[src/rtl/ram_arbiter.sv]
// ram_arbiter
//   Two-port round-robin arbiter and access sequencer for a 2**AW x DW
//   single-port RAM with a level-sensitive write. Each granted access runs
//   SETUP -> STROBE -> HOLD, so address and data are stable for one cycle
//   before and one cycle after the single-cycle write strobe.
//
// Ports
//   clk, rst                 clock, asynchronous active-high reset
//   mN_req/we/addr/wdata     port N request (held until mN_ack), fields stable while req
//   mN_ack                   port N one-cycle completion pulse (HOLD state)
//   mN_rdata                 port N registered read data, held until its next read
//   ram_cs/ram_wr            registered RAM chip select / write enable
//   ram_addr/ram_din         RAM address / write data, change only on entry to SETUP
//   ram_dout                 RAM read data
//   busy                     high in every non-IDLE state
module ram_arbiter #(
   parameter int AW = 10,
   parameter int DW = 8
) (
   input  logic          clk,
   input  logic          rst,
   input  logic          m0_req,
   input  logic          m0_we,
   input  logic [AW-1:0] m0_addr,
   input  logic [DW-1:0] m0_wdata,
   output logic          m0_ack,
   output logic [DW-1:0] m0_rdata,
   input  logic          m1_req,
   input  logic          m1_we,
   input  logic [AW-1:0] m1_addr,
   input  logic [DW-1:0] m1_wdata,
   output logic          m1_ack,
   output logic [DW-1:0] m1_rdata,
   output logic          ram_cs,
   output logic          ram_wr,
   output logic [AW-1:0] ram_addr,
   output logic [DW-1:0] ram_din,
   input  logic [DW-1:0] ram_dout,
   output logic          busy
);

   typedef enum logic [1:0] {IDLE, SETUP, STROBE, HOLD} state_t;

   state_t          state_q, state_d;
   logic            last_q, last_d;          // port granted most recently
   logic            cur_port_q, cur_port_d;
   logic            cur_we_q, cur_we_d;
   logic [AW-1:0]   cur_addr_q, cur_addr_d;
   logic [DW-1:0]   cur_wdata_q, cur_wdata_d;
   logic [DW-1:0]   m0_rdata_q, m0_rdata_d;
   logic [DW-1:0]   m1_rdata_q, m1_rdata_d;
   logic            ram_cs_q, ram_cs_d;
   logic            ram_wr_q, ram_wr_d;

   logic            grant_valid;
   logic            grant_port;

   // State register
   always_ff @(posedge clk or posedge rst) begin
      if (rst) begin
         state_q     <= IDLE;
         last_q      <= 1'b1;                // port 0 wins the first contention
         cur_port_q  <= 1'b0;
         cur_we_q    <= 1'b0;
         cur_addr_q  <= '0;
         cur_wdata_q <= '0;
         m0_rdata_q  <= '0;
         m1_rdata_q  <= '0;
         ram_cs_q    <= 1'b0;
         ram_wr_q    <= 1'b0;
      end else begin
         // NOTE: non-blocking assignments so every flop samples pre-edge values.
         state_q     <= state_d;
         last_q      <= last_d;
         cur_port_q  <= cur_port_d;
         cur_we_q    <= cur_we_d;
         cur_addr_q  <= cur_addr_d;
         cur_wdata_q <= cur_wdata_d;
         m0_rdata_q  <= m0_rdata_d;
         m1_rdata_q  <= m1_rdata_d;
         ram_cs_q    <= ram_cs_d;
         ram_wr_q    <= ram_wr_d;
      end
   end

   // Next-state, arbitration and request latching
   always_comb begin
      // NOTE: every variable gets a default first so no path infers a latch.
      state_d     = state_q;
      last_d      = last_q;
      cur_port_d  = cur_port_q;
      cur_we_d    = cur_we_q;
      cur_addr_d  = cur_addr_q;
      cur_wdata_d = cur_wdata_q;
      m0_rdata_d  = m0_rdata_q;
      m1_rdata_d  = m1_rdata_q;
      grant_valid = 1'b0;
      grant_port  = 1'b0;

      unique case (state_q)
         IDLE: begin
            if (m0_req || m1_req) begin
               grant_valid = 1'b1;
               // Contention goes to the port that was not granted last.
               grant_port  = (m0_req && m1_req) ? ~last_q : m1_req;
            end
         end
         SETUP: state_d = STROBE;
         STROBE: begin
            state_d = HOLD;
            if (!cur_we_q) begin
               if (cur_port_q) m1_rdata_d = ram_dout;
               else            m0_rdata_d = ram_dout;
            end
         end
         HOLD: begin
            state_d = IDLE;
            // The current port's req is still high here, so only the other
            // port is eligible for a back-to-back grant.
            if (cur_port_q ? m0_req : m1_req) begin
               grant_valid = 1'b1;
               grant_port  = ~cur_port_q;
            end
         end
         default: state_d = IDLE;
      endcase

      if (grant_valid) begin
         state_d     = SETUP;
         last_d      = grant_port;
         cur_port_d  = grant_port;
         cur_we_d    = grant_port ? m1_we    : m0_we;
         cur_addr_d  = grant_port ? m1_addr  : m0_addr;
         cur_wdata_d = grant_port ? m1_wdata : m0_wdata;
      end
   end

   // Outputs: RAM strobes are computed from the next state and registered,
   // acks and busy decode the current state.
   always_comb begin
      ram_cs_d = (state_d != IDLE);
      ram_wr_d = (state_d == STROBE) && cur_we_q;
      m0_ack   = (state_q == HOLD) && !cur_port_q;
      m1_ack   = (state_q == HOLD) &&  cur_port_q;
      busy     = (state_q != IDLE);
   end

   assign ram_cs   = ram_cs_q;
   assign ram_wr   = ram_wr_q;
   assign ram_addr = cur_addr_q;
   assign ram_din  = cur_wdata_q;
   assign m0_rdata = m0_rdata_q;
   assign m1_rdata = m1_rdata_q;

endmodule

[config.mk]
export PLATFORM = sky130hd
export DESIGN_NAME = ram_arbiter
export DESIGN_NICKNAME = d
export VERILOG_FILES = /design/src/rtl/ram_arbiter.sv
export SDC_FILE = /design/constraint.sdc
export NUM_CORES = 1
export LEC_CHECK = 0
export CORE_MARGIN = 2
export CORE_UTILIZATION = 40
export DETAILED_ROUTE_END_ITERATION = 10
export GPL_ROUTABILITY_DRIVEN = 0
export GPL_TIMING_DRIVEN = 0
export PLACE_DENSITY = 0.79
export SLEW_MARGIN = 0
export SYNTH_ARGS = -nofsm -noshare
export SYNTH_HDL_FRONTEND = slang
export SYNTH_SLANG_ARGS = --single-unit
[constraint.sdc]
create_clock -name clk -period 1.9 [get_ports clk]
set_input_delay 0.19 -clock clk [delete_from_list [all_inputs] [get_ports clk]]
set_output_delay 0.19 -clock clk [all_outputs]
set_load 0.01 [all_outputs]
==> flow_metrics.env, run 1 <==
export IMPL_status="complete, no violations"
export IMPL_cp_end_kind="primary output"
export IMPL_wire_per_inst_um=14.77
export IMPL_relSlewSlack=0.4415
export IMPL_start_util=0.4175
export IMPL_ys_ff_latch=41
export IMPL_drive_gt1_frac=0.1510
export IMPL_io_pins=89
export IMPL_finalClockSkew_ps=4.782
export IMPL_slowest_delay_ps=560
export IMPL_min_path_type="in -> async"
export IMPL_die_y_um=71.65
export IMPL_seq_area_frac_synth=0.5612
export IMPL_syn_nets=203
export IMPL_avgSynthCellArea_sq_um=12.37
export IMPL_maxCapViolCount=0
export IMPL_p_comb_frac=0.545
export IMPL_synth_top_family_by_area="multiplexers"
export IMPL_period_minus_slack_ps=1821
export IMPL_clock_sinks=41
export IMPL_clock_path_buffers=2
export IMPL_powerDensity_mw_per_mm2=1631
export IMPL_dr_pass1_iters=2
export IMPL_viasPerCell=4.865
export IMPL_cts_max_level=2
export IMPL_cts_root_buf="clkbuf_8"
export IMPL_cp_arrival_ps=1630
export IMPL_p_seq_frac=0.337
export IMPL_final_setup_viol_count=0
export IMPL_synthMuxAreaShare=0.2023
export IMPL_grt_use_total=0.1793
export IMPL_synth_area_leaders="dfrtp_1 (55%), mux2i_1 (10%), mux2_2 (9.8%)"
export IMPL_p_switching_mw=1.626
export IMPL_wl_mm=4.388
export IMPL_remaining_drc_errors=0
export IMPL_drt_iter0_drc=72
export IMPL_cp_required_ps=1710
export IMPL_layout_cells_most_common_list="clkdlybuf4s50_1 (88), dfrtp_1 (40), inv_1 (25), o22ai_1 (21), mux2i_1 (19)"
export IMPL_dieArea_sq_mm=0.005134
export IMPL_grt_max_degree=42
export IMPL_clockPowerShare=0.118
export IMPL_synthAdderAreaFrac=0.03418
export IMPL_intPower_mw=3.059
export IMPL_core_area_sq_mm=0.004384
export IMPL_rows=24
export IMPL_place_hpwl_mm=3.290
export IMPL_path_delay_family="buffers and inverters"
export IMPL_netlist_instances=148
export IMPL_cp_start_kind="flip-flop"
export IMPL_leakagePower_nw=1.273
export IMPL_slowest_stage="clkdlybuf4s50_1"
export IMPL_worstSetupPathType="reg -> out"
export IMPL_antennaDiodeCount=0
export IMPL_synth_xor_area_share=0
export IMPL_grt_pass1_wl_mm=7.093
export IMPL_swShare=0.3470
export IMPL_synthToLayoutAreaGrowth_pct=56.87
export IMPL_cts_tree="yes"
export IMPL_num_vias=1445
export IMPL_hold_viol_final=0
export IMPL_synth_compound_area_frac=0.09433
export IMPL_fmax_ghz=0.5492
export IMPL_drtAntennaViolNets=0
export IMPL_critPathMaxFanout=4
export IMPL_power_total_mw=4.685
export IMPL_crit_buf_inv=1
export IMPL_antenna_found_initial=0
export IMPL_path_clk_slew_ps=80
export IMPL_die_width_um=71.65
export IMPL_grt_overflow_total=0
export IMPL_nets=299
export IMPL_vdd_drop_max_mv=0.7002
export IMPL_final_area_sq_mm=0.002872
export IMPL_grt_pass1_vias=1501
export IMPL_synth_warnings=0
export IMPL_synthesis_area_sq_mm=0.001831
export IMPL_slew_violations=0
export IMPL_post_dp_cell_area_sq_mm=0.002776
export IMPL_synth_simple_area_share=0.02461
export IMPL_worst_slew_pin_slew_ps=836.6
export IMPL_period_share=0.9583
export IMPL_mostFrequentLayoutCell="clkdlybuf4s50_1"
export IMPL_insertion_delay_ps=290
export IMPL_synthDistinctLibCells=21
export IMPL_crit_path_cell_trace="ha_1 > nor2b_2 > clkdlybuf4s50_1"
export IMPL_synth_top_area_cell="dfrtp_1"
export IMPL_netlist_area_leader_share=0.5468
export IMPL_cts_hold_buf=0
export IMPL_port_buffers=88
export IMPL_cts_made_buffers=5
[power by group through the flow]
stage               clock network (mW)  logic, mW  registers (mW)
finish                           0.552       2.56            1.58
global route                     0.601       2.75            1.63
CTS                              0.566       2.57            1.58
global placement                     0       2.51            1.56
detailed placement                   0       2.56            1.59
floorplan                            0       1.16            1.76
[cell type report]
cell class              instances  area [sq um]
flip-flops and latches         41          1027
multi-input cells              74         654.4
well taps                      52         65.06
inverters                      26         97.59
clock inverters                 2         10.01
repair buffers                 89         888.4
plain buffers                   7         56.30
clock buffers                   6         72.57
fillers                       369          1513
[per-layer routing]
metal,share of wire,vias to the layer above,global-route usage
li1,-,702,-
met1,0.41,701,0.2214
met2,0.53,33,0.2963
met3,0.034,9,0.03235
met4,0.025,0,0.1006
met5,0,-,0
[worst paths after layout]
kind,startpoint,end,slack [ps],cells past startpoint
setup / recovery,state_q[1],m0_ack,80,3
hold / removal,rst,m0_rdata[6],380,2
setup reg to reg,state_q[0],ram_addr[2],130,8
hold reg to reg,cur_we_q,ram_wr,480,1
max in group asynchronous,rst,ram_din[1],1000,2
min in group clk,cur_we_q,ram_wr,480,1
[Yosys cell counts]
cell	count
mux2i_1	19
mux2_2	16
and2_1	2
buf_6	3
nor2b_2	1
dfstp_2	1
and3_1	1
o22ai_1	21
o211a_1	1
inv_1	26
nand3_1	1
buf_2	2
or2_2	1
buf_4	1
ha_1	5
a21boi_1	1
or3_1	1
o21ai_1	3
dfrtp_1	40
a21oi_2	1
clkbuf_1	1
[per-stage QoR]
stage / worst slack (ps) / hold WS [ps] / util / instances / setup TNS (ps)
after floorplan: 326.0 / 340.6 / - / 148 / 0
after global placement: -109.3 / 462.7 / 0.6333 / 288 / -4293
after detailed placement: 61.39 / 465.4 / 0.6333 / 288 / 0
after CTS: 45.59 / 409.4 / 0.6521 / 296 / 0
after global routing: -17.69 / 487.4 / 0.6550 / 297 / -20.61
final: 79.28 / 379.2 / 0.6550 / 297 / 0
[sequential cells by signal (all words and copies together), names as in the netlist]
name        flops
cur_port_q      1
cur_we_q        1
last_q          1
m0_rdata        8
m1_rdata        8
ram_addr       10
ram_cs          1
ram_din         8
ram_wr          1
state_q         2
[cell families after synthesis]
family	Yosys count
AO/OA/AOI/OAI	27
buffers and inverters	33
AND/OR/NAND/NOR	7
adder cells (fa/ha/maj)	5
multiplexers	35
flip-flops	41
[timing repair]
action | in CTS | in global routing
buffers inserted | 0 | 1
gates resized for setup | 0 | 3
setup endpoints to repair | 0 | 11
Power figures use the tool's default switching activity.
==> run 2, diff against run 1 <==
--- a/config.mk
+++ b/config.mk
@@ -5,8 +5,10 @@
 export SDC_FILE = /design/constraint.sdc
 export NUM_CORES = 1
 export LEC_CHECK = 0
+export CELL_PAD_IN_SITES_DETAIL_PLACEMENT = 1
+export CELL_PAD_IN_SITES_GLOBAL_PLACEMENT = 1
 export CORE_MARGIN = 2
-export CORE_UTILIZATION = 40
+export CORE_UTILIZATION = 30
 export DETAILED_ROUTE_END_ITERATION = 10
 export GPL_ROUTABILITY_DRIVEN = 0
 export GPL_TIMING_DRIVEN = 0
==> flow_metrics.env, run 2 (synthesis results as in run 1) <==
export IMPL_place_hpwl_mm=3.731
export IMPL_core_area_sq_mm=0.005921
export IMPL_die_width_um=82.12
export IMPL_post_dp_cell_area_sq_mm=0.002805
export IMPL_grt_overflow_total=0
export IMPL_antennaDiodeCount=0
export IMPL_cts_setup_buffers=0
export IMPL_status="complete, no violations"
export IMPL_dp_slack_ps=-18.98
export IMPL_worstSetupPathType="reg -> out"
export IMPL_relSlewSlack=0.4333
export IMPL_synthToLayoutAreaGrowth_pct=60.36
export IMPL_path_clk_slew_ps=80
export IMPL_final_cell_count_no_fill=319
export IMPL_vdd_drop_max_mv=0.7056
export IMPL_rsz0062_at_grt="no"
export IMPL_cp_start_kind="flip-flop"
export IMPL_cts_tree="yes"
export IMPL_port_buffers=88
export IMPL_grt_pass1_vias=1598
export IMPL_drtAntennaViolNets=0
export IMPL_powerDensity_mw_per_mm2=1668
export IMPL_rows=28
export IMPL_grt_use_total=0.1578
export IMPL_grt_pass1_wl_mm=7.893
export IMPL_dieArea_sq_mm=0.006743
export IMPL_final_area_sq_mm=0.002935
export IMPL_cts_hold_buf=0
export IMPL_maxCapViolCount=0
export IMPL_insertion_delay_ps=290
export IMPL_wl_mm=4.983
export IMPL_cts_resized=1
export IMPL_fmax_ghz=0.5615
export IMPL_clock_path_buffers=2
export IMPL_finalClockSkew_ps=8.533
export IMPL_cts_root_buf="clkbuf_8"
export IMPL_final_setup_viol_count=0
export IMPL_rr_startpoint="state_q[0]"
export IMPL_period_share=0.9374
export IMPL_worst_slew_pin_slew_ps=848.9
export IMPL_wire_per_inst_um=15.62
export IMPL_viasPerCell=4.555
export IMPL_ff2ff_path_depth=8
export IMPL_cts_max_level=2
export IMPL_num_vias=1453
export IMPL_dr_pass1_iters=4
export IMPL_remaining_drc_errors=0
export IMPL_antenna_found_initial=0
export IMPL_io_pins=89
export IMPL_nets=298
export IMPL_dp_cells=311
export IMPL_largest_reg_flops=10
export IMPL_die_y_um=82.12
export IMPL_mostFrequentLayoutCell="clkdlybuf4s50_1"
export IMPL_cp_required_ps=1710
export IMPL_drt_iter0_drc=34
export IMPL_final_util=0.4958
export IMPL_r2r_end="ram_addr[1]"
export IMPL_min_path_type="in -> async"
export IMPL_cts_made_buffers=5
export IMPL_start_util=0.3092
export IMPL_grt_max_degree=42
export IMPL_leakagePower_nw=1.296
export IMPL_reg2reg_slack_ps=150
export IMPL_cp_end_kind="primary output"
export IMPL_critPathMaxFanout=3
export IMPL_drive_gt1_frac=0.1557
export IMPL_hold_viol_final=0
export IMPL_fin_ws_ps=119.0
export IMPL_clock_sinks=41
export IMPL_cp_arrival_ps=1590
export IMPL_slew_violations=0
export IMPL_period_minus_slack_ps=1781
export IMPL_layout_cells_most_common_list="clkdlybuf4s50_1 (87), dfrtp_1 (40), inv_1 (24), o22ai_1 (21), mux2i_1 (19)"
export IMPL_power_total_mw=4.895
## run 2: changes by cell type in the layout (fill, tap and decap cells not counted), sizes merged
cell / delta
clkinv: -2
buf: -1
bufinv: +1
clkbuf: +1
clkdlybuf4s50: -1
dlymetal6s2s: +1
## run 2: through the flow
step	TNS (ps)	hold WS (ps)
final	0	396.9
after floorplan	0	340.6
after detailed placement	-82.05	477.4
after global placement	-5635	477.3
after global routing	0	464.5
after CTS	0	442.7
## run 2: worst max path at each step
stage                       end  cells past startpoint        from
detailed placement   ram_din[3]                      7  state_q[0]
floorplan              cur_we_q                      8  state_q[0]
finish                   m1_ack                      3  state_q[0]
global route        ram_addr[3]                      7  state_q[1]
CTS                      m0_ack                      3  state_q[1]
global placement    ram_addr[5]                      2         rst
## run 2: critical path, cell delays in order (launching register included)
cell             delay [ps]
dfrtp_1                 430
ha_1                    220
and2_1                  170
clkdlybuf4s50_1         480
## run 2: where the power goes
group	switching, mW	internal [mW]
clock network	0.294	0.429
logic	1.12	1.46
registers	0.249	1.34
total	1.66	3.23
## run 2: cell type report
class | instances | area [sq um]
Buffer | 7 | 60.06
Clock buffer | 7 | 86.33
Multi-Input combinational cell | 74 | 656.9
Inverter | 26 | 97.59
Tap cell | 75 | 93.84
Sequential cell | 41 | 1027
Clock inverter | 1 | 30.03
Fill cell | 633 | 2985
Timing Repair Buffer | 88 | 883.3
## run 2: per-layer routing
metal / part of all wire / routed length, um / GRT usage
met3: 0.034 / 168 / 0.03478
met1: 0.38 / 1917 / 0.1813
met4: 0.019 / 93 / 0.06333
met2: 0.56 / 2803 / 0.2837
met5: 0 / 0 / 0
==> run 3, diff against run 2 <==
--- a/config.mk
+++ b/config.mk
@@ -9,6 +9,7 @@
 export CELL_PAD_IN_SITES_GLOBAL_PLACEMENT = 1
 export CORE_MARGIN = 2
 export CORE_UTILIZATION = 30
+export CTS_CLUSTER_SIZE = 8
 export DETAILED_ROUTE_END_ITERATION = 10
 export GPL_ROUTABILITY_DRIVEN = 0
 export GPL_TIMING_DRIVEN = 0
==> results of run 3 <==
Final layout, timing and power as in run 2 (identical DEF).
